===== src/rtl/approx_arith_pkg.sv =====
// Shared arithmetic helpers and mode encoding for the approximate adder datapath.
package approx_arith_pkg;

  typedef enum logic {
    ADD_EXACT = 1'b0,
    ADD_LOA   = 1'b1
  } adder_mode_e;

  function automatic int unsigned ceil_div(input int unsigned n, input int unsigned d);
    return (n + d - 1) / d;
  endfunction

  function automatic int unsigned calc_stages(input int unsigned bw, input int unsigned sw);
    return ceil_div(bw, sw);
  endfunction

  // Width of segment s; the top segment takes whatever bits remain.
  function automatic int unsigned seg_width(input int unsigned bw, input int unsigned sw,
                                            input int unsigned s);
    int unsigned rem;
    rem = bw - s * sw;
    return (rem < sw) ? rem : sw;
  endfunction

endpackage


===== src/rtl/rca_segment.sv =====
// Combinational W-bit ripple-carry segment built from full-adder cells.
module rca_segment #(
  parameter int unsigned W = 4
) (
  input  logic [W-1:0] a,
  input  logic [W-1:0] b,
  input  logic         cin,
  output logic [W-1:0] s,
  output logic         cout
);

  logic [W:0] c;

  assign c[0] = cin;

  for (genvar i = 0; i < W; i++) begin : g_fa
    assign s[i]   = a[i] ^ b[i] ^ c[i];
    assign c[i+1] = (a[i] & b[i]) | (c[i] & (a[i] ^ b[i]));
  end

  assign cout = c[W];

endmodule


===== src/rtl/pipelined_approx_adder.sv =====
// Segmented pipelined adder with per-transaction exact / lower-part-OR mode.
// Optional error monitor enabled by defining APPROX_ADDER_ERRMON_EN.
module pipelined_approx_adder
  import approx_arith_pkg::*;
#(
  parameter int unsigned BITWIDTH    = 16,
  parameter int unsigned SEG_WIDTH   = 4,
  parameter int unsigned APPROX_BITS = 4
) (
  input  logic                       clk,
  input  logic                       rst,
  input  logic                       in_valid,
  output logic                       in_ready,
  input  logic [BITWIDTH-1:0]        a,
  input  logic [BITWIDTH-1:0]        b,
  input  logic                       cin,
  input  logic                       approx_mode,
  output logic                       out_valid,
  input  logic                       out_ready,
  output logic [BITWIDTH:0]          sum,
  output logic                       out_approx
`ifdef APPROX_ADDER_ERRMON_EN
  ,
  output logic signed [BITWIDTH+1:0] err_dist,
  output logic [31:0]                err_cnt
`endif
);

  localparam int unsigned STAGES = calc_stages(BITWIDTH, SEG_WIDTH);
  localparam int unsigned OPS    = (STAGES > 1) ? STAGES - 1 : 1;
  localparam int unsigned K      = APPROX_BITS;

  logic adv;
  logic take;

  logic [BITWIDTH-1:0] a_eff, b_eff, or_low;
  logic                cin_eff;

  logic [STAGES-1:0]               st_v, st_m, st_c, nxt_v, nxt_m, nxt_c;
  logic [STAGES-1:0][BITWIDTH-1:0] st_s, nxt_s;
  logic [OPS-1:0][BITWIDTH-1:0]    op_a, op_b, nxt_a, nxt_b;
  logic                            unused_ops;

  assign adv      = ~out_valid | out_ready;
  assign in_ready = adv & ~rst;
  assign take     = in_valid & in_ready;

  // LOA: low bits become a|b (merged back at the end); bit K-1 of both operands carries
  // a[K-1]&b[K-1] so the ripple chain sees exactly that carry into bit K.
  if (K > 0) begin : g_loa
    localparam logic [BITWIDTH-1:0] LOW_MASK = ~({BITWIDTH{1'b1}} << K);
    logic g;
    always_comb begin
      g       = a[K-1] & b[K-1];
      a_eff   = a;
      b_eff   = b;
      cin_eff = cin;
      or_low  = '0;
      if (adder_mode_e'(approx_mode) == ADD_LOA) begin
        a_eff   = (a & ~LOW_MASK) | (BITWIDTH'(g) << (K - 1));
        b_eff   = (b & ~LOW_MASK) | (BITWIDTH'(g) << (K - 1));
        cin_eff = 1'b0;
        or_low  = (a | b) & LOW_MASK;
      end
    end
  end else begin : g_exact
    assign a_eff   = a;
    assign b_eff   = b;
    assign cin_eff = cin;
    assign or_low  = '0;
  end

  for (genvar s = 0; s < STAGES; s++) begin : g_stage
    localparam int unsigned LO = s * SEG_WIDTH;
    localparam int unsigned W  = seg_width(BITWIDTH, SEG_WIDTH, s);
    logic [W-1:0] sa, sb, ss;
    logic         sc, co;

    if (s == 0) begin : g_first
      assign sa       = a_eff[LO +: W];
      assign sb       = b_eff[LO +: W];
      assign sc       = cin_eff;
      assign nxt_s[s] = or_low | (BITWIDTH'(ss) << LO);
      assign nxt_v[s] = take;
      assign nxt_m[s] = approx_mode;
      if (STAGES > 1) begin : g_fwd
        assign nxt_a[s] = a_eff;
        assign nxt_b[s] = b_eff;
      end
    end else begin : g_next
      assign sa       = op_a[s-1][LO +: W];
      assign sb       = op_b[s-1][LO +: W];
      assign sc       = st_c[s-1];
      assign nxt_s[s] = st_s[s-1] | (BITWIDTH'(ss) << LO);
      assign nxt_v[s] = st_v[s-1];
      assign nxt_m[s] = st_m[s-1];
      if (s < STAGES - 1) begin : g_fwd
        assign nxt_a[s] = op_a[s-1];
        assign nxt_b[s] = op_b[s-1];
      end
    end

    rca_segment #(.W(W)) u_rca (
      .a    (sa),
      .b    (sb),
      .cin  (sc),
      .s    (ss),
      .cout (co)
    );

    assign nxt_c[s] = co;
  end

  if (STAGES == 1) begin : g_no_fwd
    assign nxt_a = '0;
    assign nxt_b = '0;
  end

  // Operand skew registers: each stage only consumes its own slice of what it forwards.
  assign unused_ops = ^{op_a, op_b};

  // Whole pipeline shifts together on adv; bubbles travel with valid low.
  always_ff @(posedge clk) begin
    if (rst) begin
      st_v <= '0;
      st_m <= '0;
      st_c <= '0;
      st_s <= '0;
      op_a <= '0;
      op_b <= '0;
    end else if (adv) begin
      st_v <= nxt_v;
      st_m <= nxt_m;
      st_c <= nxt_c;
      st_s <= nxt_s;
      op_a <= nxt_a;
      op_b <= nxt_b;
    end
  end

  assign out_valid  = st_v[STAGES-1];
  assign out_approx = st_m[STAGES-1];
  assign sum        = {st_c[STAGES-1], st_s[STAGES-1]};

`ifdef APPROX_ADDER_ERRMON_EN
  logic [STAGES-1:0][BITWIDTH:0] ex_pipe;
  logic [BITWIDTH:0]             ex_in;

  assign ex_in = (BITWIDTH+1)'(a) + (BITWIDTH+1)'(b) + (BITWIDTH+1)'(cin);

  // Shadow exact result, aligned with the main pipeline.
  always_ff @(posedge clk) begin
    if (rst) begin
      ex_pipe <= '0;
    end else if (adv) begin
      ex_pipe[0] <= ex_in;
      for (int i = 1; i < int'(STAGES); i++) begin
        ex_pipe[i] <= ex_pipe[i-1];
      end
    end
  end

  assign err_dist = $signed({1'b0, ex_pipe[STAGES-1]}) - $signed({1'b0, sum});

  always_ff @(posedge clk) begin
    if (rst) begin
      err_cnt <= '0;
    end else if (out_valid && out_ready && (err_dist != '0) && (err_cnt != 32'hFFFF_FFFF)) begin
      err_cnt <= err_cnt + 32'd1;
    end
  end
`endif

endmodule

===== config.mk =====
export PLATFORM = sky130hd
export DESIGN_NAME = pipelined_approx_adder
export DESIGN_NICKNAME = d
export VERILOG_FILES = /design/src/rtl/approx_arith_pkg.sv /design/src/rtl/rca_segment.sv /design/src/rtl/pipelined_approx_adder.sv
export SDC_FILE = /design/constraint.sdc
export NUM_CORES = 1
export LEC_CHECK = 0
export CORE_MARGIN = 8
export CORE_UTILIZATION = 58
export DETAILED_ROUTE_END_ITERATION = 6
export PLACE_DENSITY_LB_ADDON = 0.12
export REMOVE_ABC_BUFFERS = 1
export SYNTH_ARGS = -nofsm -noshare
export SYNTH_HDL_FRONTEND = slang
export SYNTH_HIERARCHICAL = 1
export SYNTH_SLANG_ARGS = --single-unit

===== constraint.sdc =====
create_clock -name clk -period 6.38 [get_ports clk]
set_input_delay 1.276 -clock clk [delete_from_list [all_inputs] [get_ports clk]]
set_output_delay 1.276 -clock clk [all_outputs]
set_load 0.02 [all_outputs]

Word-level counts from Yosys, hierarchy flattened
Cells that the tools add are included.
{"block": "word_totals", "inputBits": 38, "out_inout_bits": 20, "ff_bits": 172, "elab_cells": 110}
{"block": "op_classes", "bitwise_logic": 93, "n_mux": 4}
{"cell": "bitwise AND 1 bit", "count": 35}
{"cell": "two-way mux 16 bit", "count": 2}
{"cell": "OR 16 x 4 -> 16 bit", "count": 2}
{"cell": "bitwise XOR 1 bit", "count": 32}
{"cell": "OR 1 bit", "count": 17}
{"cell": "OR 16 x 12 -> 16 bit", "count": 1}
{"cell": "OR 16 bit", "count": 1}
{"cell": "OR 16 x 8 -> 16 bit", "count": 1}
{"cell": "OR 4 bit", "count": 2}
{"cell": "two-way mux 4 bit", "count": 1}
{"cell": "NOT 1 bit", "count": 2}
{"cell": "two-way mux 1 bit", "count": 1}

Longest topological paths before layout
Gate-level depths: netlist (run 1).
{"block": "depth", "word_depth": 12, "mapped_depth": 12, "ltp_nobuf": 11}

Modules after synthesis
Netlist (run 1), hierarchy kept.
{"module": "pipelined_approx_adder", "seq_area_each_um2": 2001.9, "area_per_inst_um2": 3564.7, "cells_per_inst": 452, "instances": 1}
{"module": "rca_segment", "seq_area_each_um2": 0.0, "area_per_inst_um2": 117.6, "cells_per_inst": 14, "instances": 4}

Worst setup path after synthesis (run 1)
OpenSTA, ideal clock, no wires.
{"block": "synth_timing", "kind": "input -> register", "start": "in approx_mode", "end": "reg st_s[3] (netlist bit)", "setup_ps": 86, "required_ps": 6294, "path_stages": 12, "path_slack_ps": 2915, "arrival_time_ps": 3380, "n_path_buf": 1, "path_cell_list": "buf_1 > nor2b_1 > fa_1 > inv_1 > fa_1 > inv_1 > fa_1 > inv_1 > fa_1 > inv_1 > nor2_1 > a211oi_1"}
{"block": "synth_via", "elab_chain_cells": 10, "elab_cells_between_ends": 19, "classes_between": "mux (4); bitwise (15)"}
{"item": "start: declaration", "line": "pipelined_approx_adder.sv:17", "text": "input logic approx_mode,"}
{"item": "two-way mux 16 bit *", "line": "pipelined_approx_adder.sv:59", "text": "if (adder_mode_e'(approx_mode) == ADD_LOA) begin"}
{"item": "net a_eff[0]", "line": "pipelined_approx_adder.sv:36", "text": "logic [BITWIDTH-1:0] a_eff, b_eff, or_low;"}
{"item": "bitwise XOR 1 bit", "line": "rca_segment.sv:18", "text": "assign c[i+1] = (a[i] & b[i]) | (c[i] & (a[i] ^ b[i]));"}
{"item": "bitwise AND 1 bit", "line": "rca_segment.sv:18"}
{"item": "OR 1 bit *", "line": "rca_segment.sv:18"}
{"item": "bitwise AND 1 bit *", "line": "rca_segment.sv:18"}
{"item": "OR 1 bit *", "line": "rca_segment.sv:18"}
{"item": "bitwise AND 1 bit *", "line": "rca_segment.sv:18"}
{"item": "OR 1 bit *", "line": "rca_segment.sv:18"}
{"item": "bitwise XOR 1 bit *", "line": "rca_segment.sv:17", "text": "assign s[i] = a[i] ^ b[i] ^ c[i];"}
{"item": "net g_stage[0].ss[3]", "line": "pipelined_approx_adder.sv:76", "text": "logic [W-1:0] sa, sb, ss;"}
{"item": "OR 4 bit *", "line": "pipelined_approx_adder.sv:83", "text": "assign nxt_s[s] = or_low | (BITWIDTH'(ss) << LO);"}
{"item": "end signal: assignment", "line": "pipelined_approx_adder.sv:135", "text": "st_s <= nxt_s;"}
{"item": "end: declaration", "line": "pipelined_approx_adder.sv:40", "text": "logic [STAGES-1:0][BITWIDTH-1:0] st_s, nxt_s;"}
The timed path passes the listed nets; every way through them passes the cells marked *.
A chain may end at the register's enable or synchronous reset.

Worst setup path in the final report (run 1)
{"block": "layout_timing", "start": "in out_ready", "end": "out in_ready"}
{"block": "layout_via", "elab_chain_cells": 2}
{"item": "start: declaration", "line": "pipelined_approx_adder.sv:19", "text": "input logic out_ready,"}
{"item": "OR 1 bit", "line": "pipelined_approx_adder.sv:44", "text": "assign adv = ~out_valid | out_ready;"}
{"item": "bitwise AND 1 bit", "line": "pipelined_approx_adder.sv:45", "text": "assign in_ready = adv & ~rst;"}
{"item": "end: declaration", "line": "pipelined_approx_adder.sv:13", "text": "output logic in_ready,"}
No other way between the ends.

==> results of run 1 <==
-- cell families after synthesis --
logic type                 synth area share
AOI/OAI and AO/OA                     0.133
DFF                                   0.496
buffers and inverters                0.0909
and+or+nand+nor                       0.201
adders and majority gates            0.0794
-- stage by stage --
stage / utilization / power [mW] / cells / area, sq um
2_1_floorplan: - / 0.743 / 473 / 3830
3_3_place_gp: 0.670 / 0.793 / 612 / 4520
3_5_place_dp: 0.670 / 0.798 / 612 / 4520
4_1_cts: 0.705 / 1.26 / 627 / 4760
5_1_grt: 0.705 / 1.31 / 627 / 4760
6_report: 0.705 / 1.25 / 627 / 4760
-- report_power, final --
group	switching, mW	internal (mW)	leakage (nW)
Clock	0.200	0.268	0.122
Combinational	0.0548	0.0548	0.964
Sequential	0.0168	0.656	0.822
Total	0.271	0.979	1.91
-- path summary, 6_finish.rpt --
| kind | startpoint | cells past startpoint | to |
|---|---|---|---|
| worst max-delay path | out_ready | 4 | in_ready |
| worst max register to register | g_stage[2].sa[0] | 10 | st_s[43] |
| worst min-delay path | sum[10] | 2 | sum[10] |
| worst min register to register | sum[10] | 2 | sum[10] |
-- synthesized netlist by cell type, drive strengths merged --
library cell	instances	area (sq um)
nand2	190	713
dfxtp	100	2000
a21oi	97	485
inv	42	158
buf	29	186
fa	16	320
nor2	11	41.3
nor2b	8	50.1
clkbuf	6	22.5
a211oi	4	30.0
o21ai	4	20.0
nand2b	1	6.26
-- worst max-delay path: cells and delay by family --
family | cells | cell delay (ns)
buffers and inverters | 2 | 1.16
and+or+nand+nor | 2 | 0.18
-- final cells by class --
type / count / area share
Tap cell: 80 / 0.0210
Multi-Input combinational cell: 331 / 0.353
Clock buffer: 10 / 0.0289
Inverter: 42 / 0.0331
Sequential cell: 100 / 0.420
Timing Repair Buffer: 59 / 0.122
Clock inverter: 5 / 0.0210
-- registers in the layout, indices dropped and copies added (netlist names) --
signal      flops
nxt_a          12
st_v            4
nxt_b          12
st_s           24
g_stage.sa     12
st_c            4
st_m            4
sum            16
g_stage.sb     12
-- cell usage in the layout (no fill, tap or decap) --
| master | synthesis | final |
|---|---|---|
| nor2b_1 | 8 | 7 |
| a211oi_1 | 4 | 4 |
| nand2b_4 | 0 | 1 |
| bufinv_16 | 0 | 3 |
| buf_4 | 12 | 3 |
| clkinv_2 | 0 | 2 |
| inv_1 | 42 | 42 |
| a21oi_1 | 97 | 97 |
| clkbuf_8 | 0 | 10 |
| fa_1 | 16 | 16 |
| clkdlybuf4s50_1 | 0 | 56 |
| nor2_1 | 11 | 11 |
| nand2_1 | 190 | 190 |
| o21ai_0 | 4 | 4 |
| nor2b_4 | 0 | 1 |
| dfxtp_1 | 100 | 100 |
-- metal layers --
layer | GRT usage | vias up
li1 | - | 1635
met3 | 0.0314 | 8
met2 | 0.257 | 50
met1 | 0.179 | 1416
met4 | 0.0594 | 0
met5 | 0 | -
==> summary.md, run 1 <==
| Metric | Value |
|---|---|
| Final Net Count | around 600 |
| Worst setup margin | between 2 and 2.5 ns |
| Placer congestion estimate | around 0.73 |
| Critical path's slowest cell | clkdlybuf4s50_1 |
| Power per cell area | about 260 nW/um^2 |
| Crit path kind | in -> out |
| First-pass GRT wire length | about 13000 microns |
| CP max FO | 2 |
| Status | finished, final reports clean |
| Die W | 99.4 microns |
| DRT met1 WL | 3440 microns |
| Worst Setup End Kind | output pin |
| Vias per inst | a little under 5 |
| Fin Setup TNS | 0 ns |
| Sequential share of the synthesized area | 0.496 |
| H-tree depth | 3 |
| Initial antenna violation count | 0 |
| Footprint of the multi-input gates | approximately 1700 sq um |
| Lkg Pwr | 1.91 nW |
| Final-report setup violation count | 0 |
| Drt drc | 0 |
| Pre-CTS WS | 2.28 ns |
| Final HPWL DP | around 4400 microns |
| Vias in the first global route | 3000 |
| Initial core utilization | 0.597 |
| Largest stage delay on the critical path | about 0.63 ns |
| Min Clock Period, post-route | between 3 and 4 ns |
| Post-Synthesis Cells | between 500 and 600 |
| DR top layer | met4 |
| CTS Sinks | 100 |
| 1st-iter DRT viols | approximately 140 |
| Register area | ~2000 sq um |
| Filler cells | around 550 |
| CTS max path bufs | 2 |
| Final wirelength | approximately 7000 microns |
| GRT Overall Usage | 0.150 |
| CTS root buffer | clkbuf_8 |
| Top-level port count | between 50 and 60 |
| CTS Buf Count | 9 |
| Arrival @ worst endpoint | between 2 and 3 ns |
| Met2 wire len | 3290 microns |
| Slew headroom | 0.331 |
| CTS tree | done |
| Vias | between 3000 and 4000 |
| FF-to-FF setup slack | approximately 4.1 ns |
| Most frequent CP cell | clkdlybuf4s50_1 |
| F_max | about 0.26 GHz |
| Share of layout cells above drive strength 1 | 0.0366 |
| Startpoint Class | input port |
| Min-Delay Path Class | reg -> reg |
| Setup Buffers After CTS | 0 |
| First-pass DRT Iterations | 4 |
| Synth Register Bits | 100 |
| Unrepaired setup endpoints after global routing | false |
| Warnings from Yosys | 6 |
| Syn_area_per_cell | 7.94 sq um |
| Max_cap viols | 0 |
| Largest net degree at the start of global routing | around 100 |
| Area delta synth->final | 18.0% |
| Worst path cell trace | clkdlybuf4s50_1 -> nor2b_4 -> nor2_1 -> clkdlybuf4s50_1 |
| Die footprint | roughly 10000 sq um |
| Clock Skew | between 0.01 and 0.015 ns |
| Hold_buf cts | 0 |
| Final Slew Violations | 0 |
| Port bufs | 57 |
| Hold Slack | ~0.45 ns |
| Hold Violations, Final | 0 |
| Peak VDD IR | 0.137 mV |
| Wire per inst | roughly 11 microns |
| Synth Cell Area | 4040 sq um |
| PostCTS Resize Cnt | 0 |
| Remaining antenna violation count | 0 |
| # diodes | 0 |
| Row count | 30 |
| Met3 routed WL | about 280 microns |
| Clk_lat worst skew | ~0.35 ns |
| Die extent in y | approximately 99 microns |
| Placeable Area | ~6800 sq um |
| Grt ovf | 0 |
| Clock slew at reported path FFs | around 0.08 ns |
| Number of distinct library cells after synthesis | 15 |
| WP data required | about 5.1 ns |
| Post-route clock period utilization | 0.611 |
| Worst-margin pin slew | approximately 1 ns |
(Power assumes the default switching activity.)
==> run 2, diff against run 1 <==
- CORE_UTILIZATION: 58 -> 54
- clock period: 6.38 -> 3.95 ns (I/O delays scaled with it)
==> summary.md, run 2 (synthesis gave the netlist of run 1 again) <==
| Metric | Value |
|---|---|
| Status | finished, final reports clean |
| Vias | ~3100 |
| Final-report setup violation count | 0 |
| Die extent in y | a little over 100 microns |
| Hold path cells | 2 |
| Arrival @ worst endpoint | roughly 3.4 ns |
| Unrepaired setup endpoints after global routing | false |
| Commonest cells after routing, fill and taps aside | nand2_1, dfxtp_1, a21oi_1, clkdlybuf4s50_1, inv_1 |
| CTS Sinks | 100 |
| Share of layout cells above drive strength 1 | 0.0383 |
| Clock Power Share | 0.339 |
| Final wirelength | between 7000 and 8000 microns |
| H-tree depth | 3 |
| # diodes | 0 |
| Critical path's slowest cell | clkdlybuf4s50_1 |
| Min Clock Period, post-route | 3.09 ns |
| Initial antenna violation count | 0 |
| Filler cells | between 600 and 700 |
| 1st-iter DRT viols | 170 |
| Crit path kind | in -> reg |
| Grt ovf | 0 |
| WP data required | roughly 4.2 ns |
| Max reg flops | 24 |
| Remaining antenna violation count | 0 |
| CTS tree | done |
| Seq pwr share | 0.568 |
| Reg2Reg Capture Point | sum[15] |
| Row count | 31 |
| Fin Setup TNS | 0 ns |
| Clock slew at reported path FFs | 0.09 ns |
| GRT Overall Usage | 0.148 |
| Startpoint Class | input port |
| Worst setup path start | approx_mode |
| Final Slew Violations | 0 |
| Post-route clock period utilization | 0.783 |
| FF-to-FF setup slack | between 1.5 and 2 ns |
| Area delta synth->final | 17.9% |
| Hold Violations, Final | 0 |
| Die footprint | approximately 10000 sq um |
| Logic pwr share | 0.094 |
| First-pass DRT Iterations | 4 |
| Sw power | between 0.4 and 0.5 mW |
| Hold_buf cts | 0 |
| Clk_lat worst skew | approximately 0.35 ns |
| First-pass GRT wire length | around 13000 microns |
| Peak VDD IR | between 0.2 and 0.3 mV |
| R2R cell count | 10 |
| Placed cell count | about 630 |
| CTS root buffer | clkbuf_8 |
| Worst r2r src | g_stage[3].sa[0] |
| P_int | 1.46 mW |
| Post-route cell area | between 4000 and 5000 sq um |
| Critical path's top delay family | adder cells |
| Hold Slack | 0.451 ns |
| Placeable Area | slightly above 7000 sq um |
| Most common cell after layout, fill and taps aside | nand2_1 |
| Worst Setup End Kind | flip-flop |
| Buffer and inverter count on the worst path | 5 |
| Finished Core Util | 0.656 |
| Hold Path Sink | sum[11] |
| Worst path cell trace | clkdlybuf4s50_1 -> nor2b_1 -> fa_1 -> inv_1 -> fa_1 -> inv_1 -> fa_1 -> inv_1 -> fa_1 -> inv_1 -> nor2_1 -> a211oi_1 |
| Final HPWL DP | about 4500 microns |
| Post-DP Area | between 4000 and 5000 sq um |
| M3 GR Usage | 0.0511 |
| Min-Delay Path Class | reg -> reg |
| Gr busiest metal | met2 |
| Drt drc | 0 |
| Global-route track usage on met1 | 0.172 |
| CP max FO | 5 |
| PostCTS Resize Cnt | 0 |
| Die W | ~100 microns |
| Power per cell area | between 400 and 500 nW/um^2 |
| F_max | between 0.3 and 0.4 GHz |
| Final Net Count | roughly 600 |
| Placer congestion estimate | roughly 0.73 |
| CTS Buf Count | 9 |
| Port bufs | 57 |
| Worst setup margin | roughly 0.86 ns |
| Pre-CTS WS | approximately 0.44 ns |
| Hold Crit Start | sum[11] |
| GR Util met2 | 0.253 |
| Wire per inst | 11.3 microns |
| Vias in the first global route | approximately 3000 |
| Total chip power | 1.91 mW |
| Reg with most FFs | st_s |
| Vias per inst | about 4.8 |
| Slew headroom | 0.320 |
| Worst-margin pin slew | roughly 1.0 ns |
| Largest stage delay on the critical path | around 0.56 ns |
| Final Non-Filler Cells | about 650 |
| Switching Share | 0.236 |
| Initial core utilization | 0.556 |
| CTS max path bufs | 2 |
| Setup Buffers After CTS | 0 |
| Clock Skew | approximately 0.012 ns |
| Max_cap viols | 0 |
| Top-level port count | 58 |
| Lkg Pwr | about 1.9 nW |
| Largest net degree at the start of global routing | about 100 |
run 2: cell count changes in the layout (fill, tap and decap cells not counted), sizes merged:
cell and delta:
bufinv -2, buf +1, clkinvlp +1, clkbuf +1, inv +1
run 2: worst max path at each step:
| stage | to | cells after the start |
|---|---|---|
| 3_3_place_gp | st_s[3] | 12 |
| 4_1_cts | st_s[3] | 12 |
| 3_5_place_dp | st_s[3] | 12 |
| 5_1_grt | st_s[3] | 12 |
| 2_1_floorplan | in_ready | 2 |
| 6_report | st_s[3] | 12 |
run 2: area by class of cell:
type                    instances  area (sq um)  area share
inverters                      42           158      0.0331
multi-input cells             331          1680       0.353
repair buffers                 60           591       0.124
clock buffers                  11           141      0.0297
flip-flops and latches        100          2000       0.421
well taps                      99           124      0.0260
clock inverters                 5          60.1      0.0126
run 2: worst register-to-register path: cells and delay by family (launching register included):
kind	cells	cell delay, ns
AOI/OAI and AO/OA	1	0.16
buffers and inverters	4	0.30
and+or+nand+nor	1	0.04
adders and majority gates	4	1.35
DFF	1	0.34
run 2: layer usage:
metal	up-vias	wire length [microns]
met5	-	0
met4	0	70
met3	8	362
met2	47	3510
met1	1400	3350
li1	1641	-
run 2: power by group through the flow:
stage	clock [mW]	combinational [mW]	sequential, mW
3_3_place_gp	0	0.175	1.11
2_1_floorplan	0	0.0863	1.11
3_5_place_dp	0	0.181	1.11
5_1_grt	0.708	0.205	1.09
6_report	0.649	0.179	1.09
4_1_cts	0.672	0.182	1.09
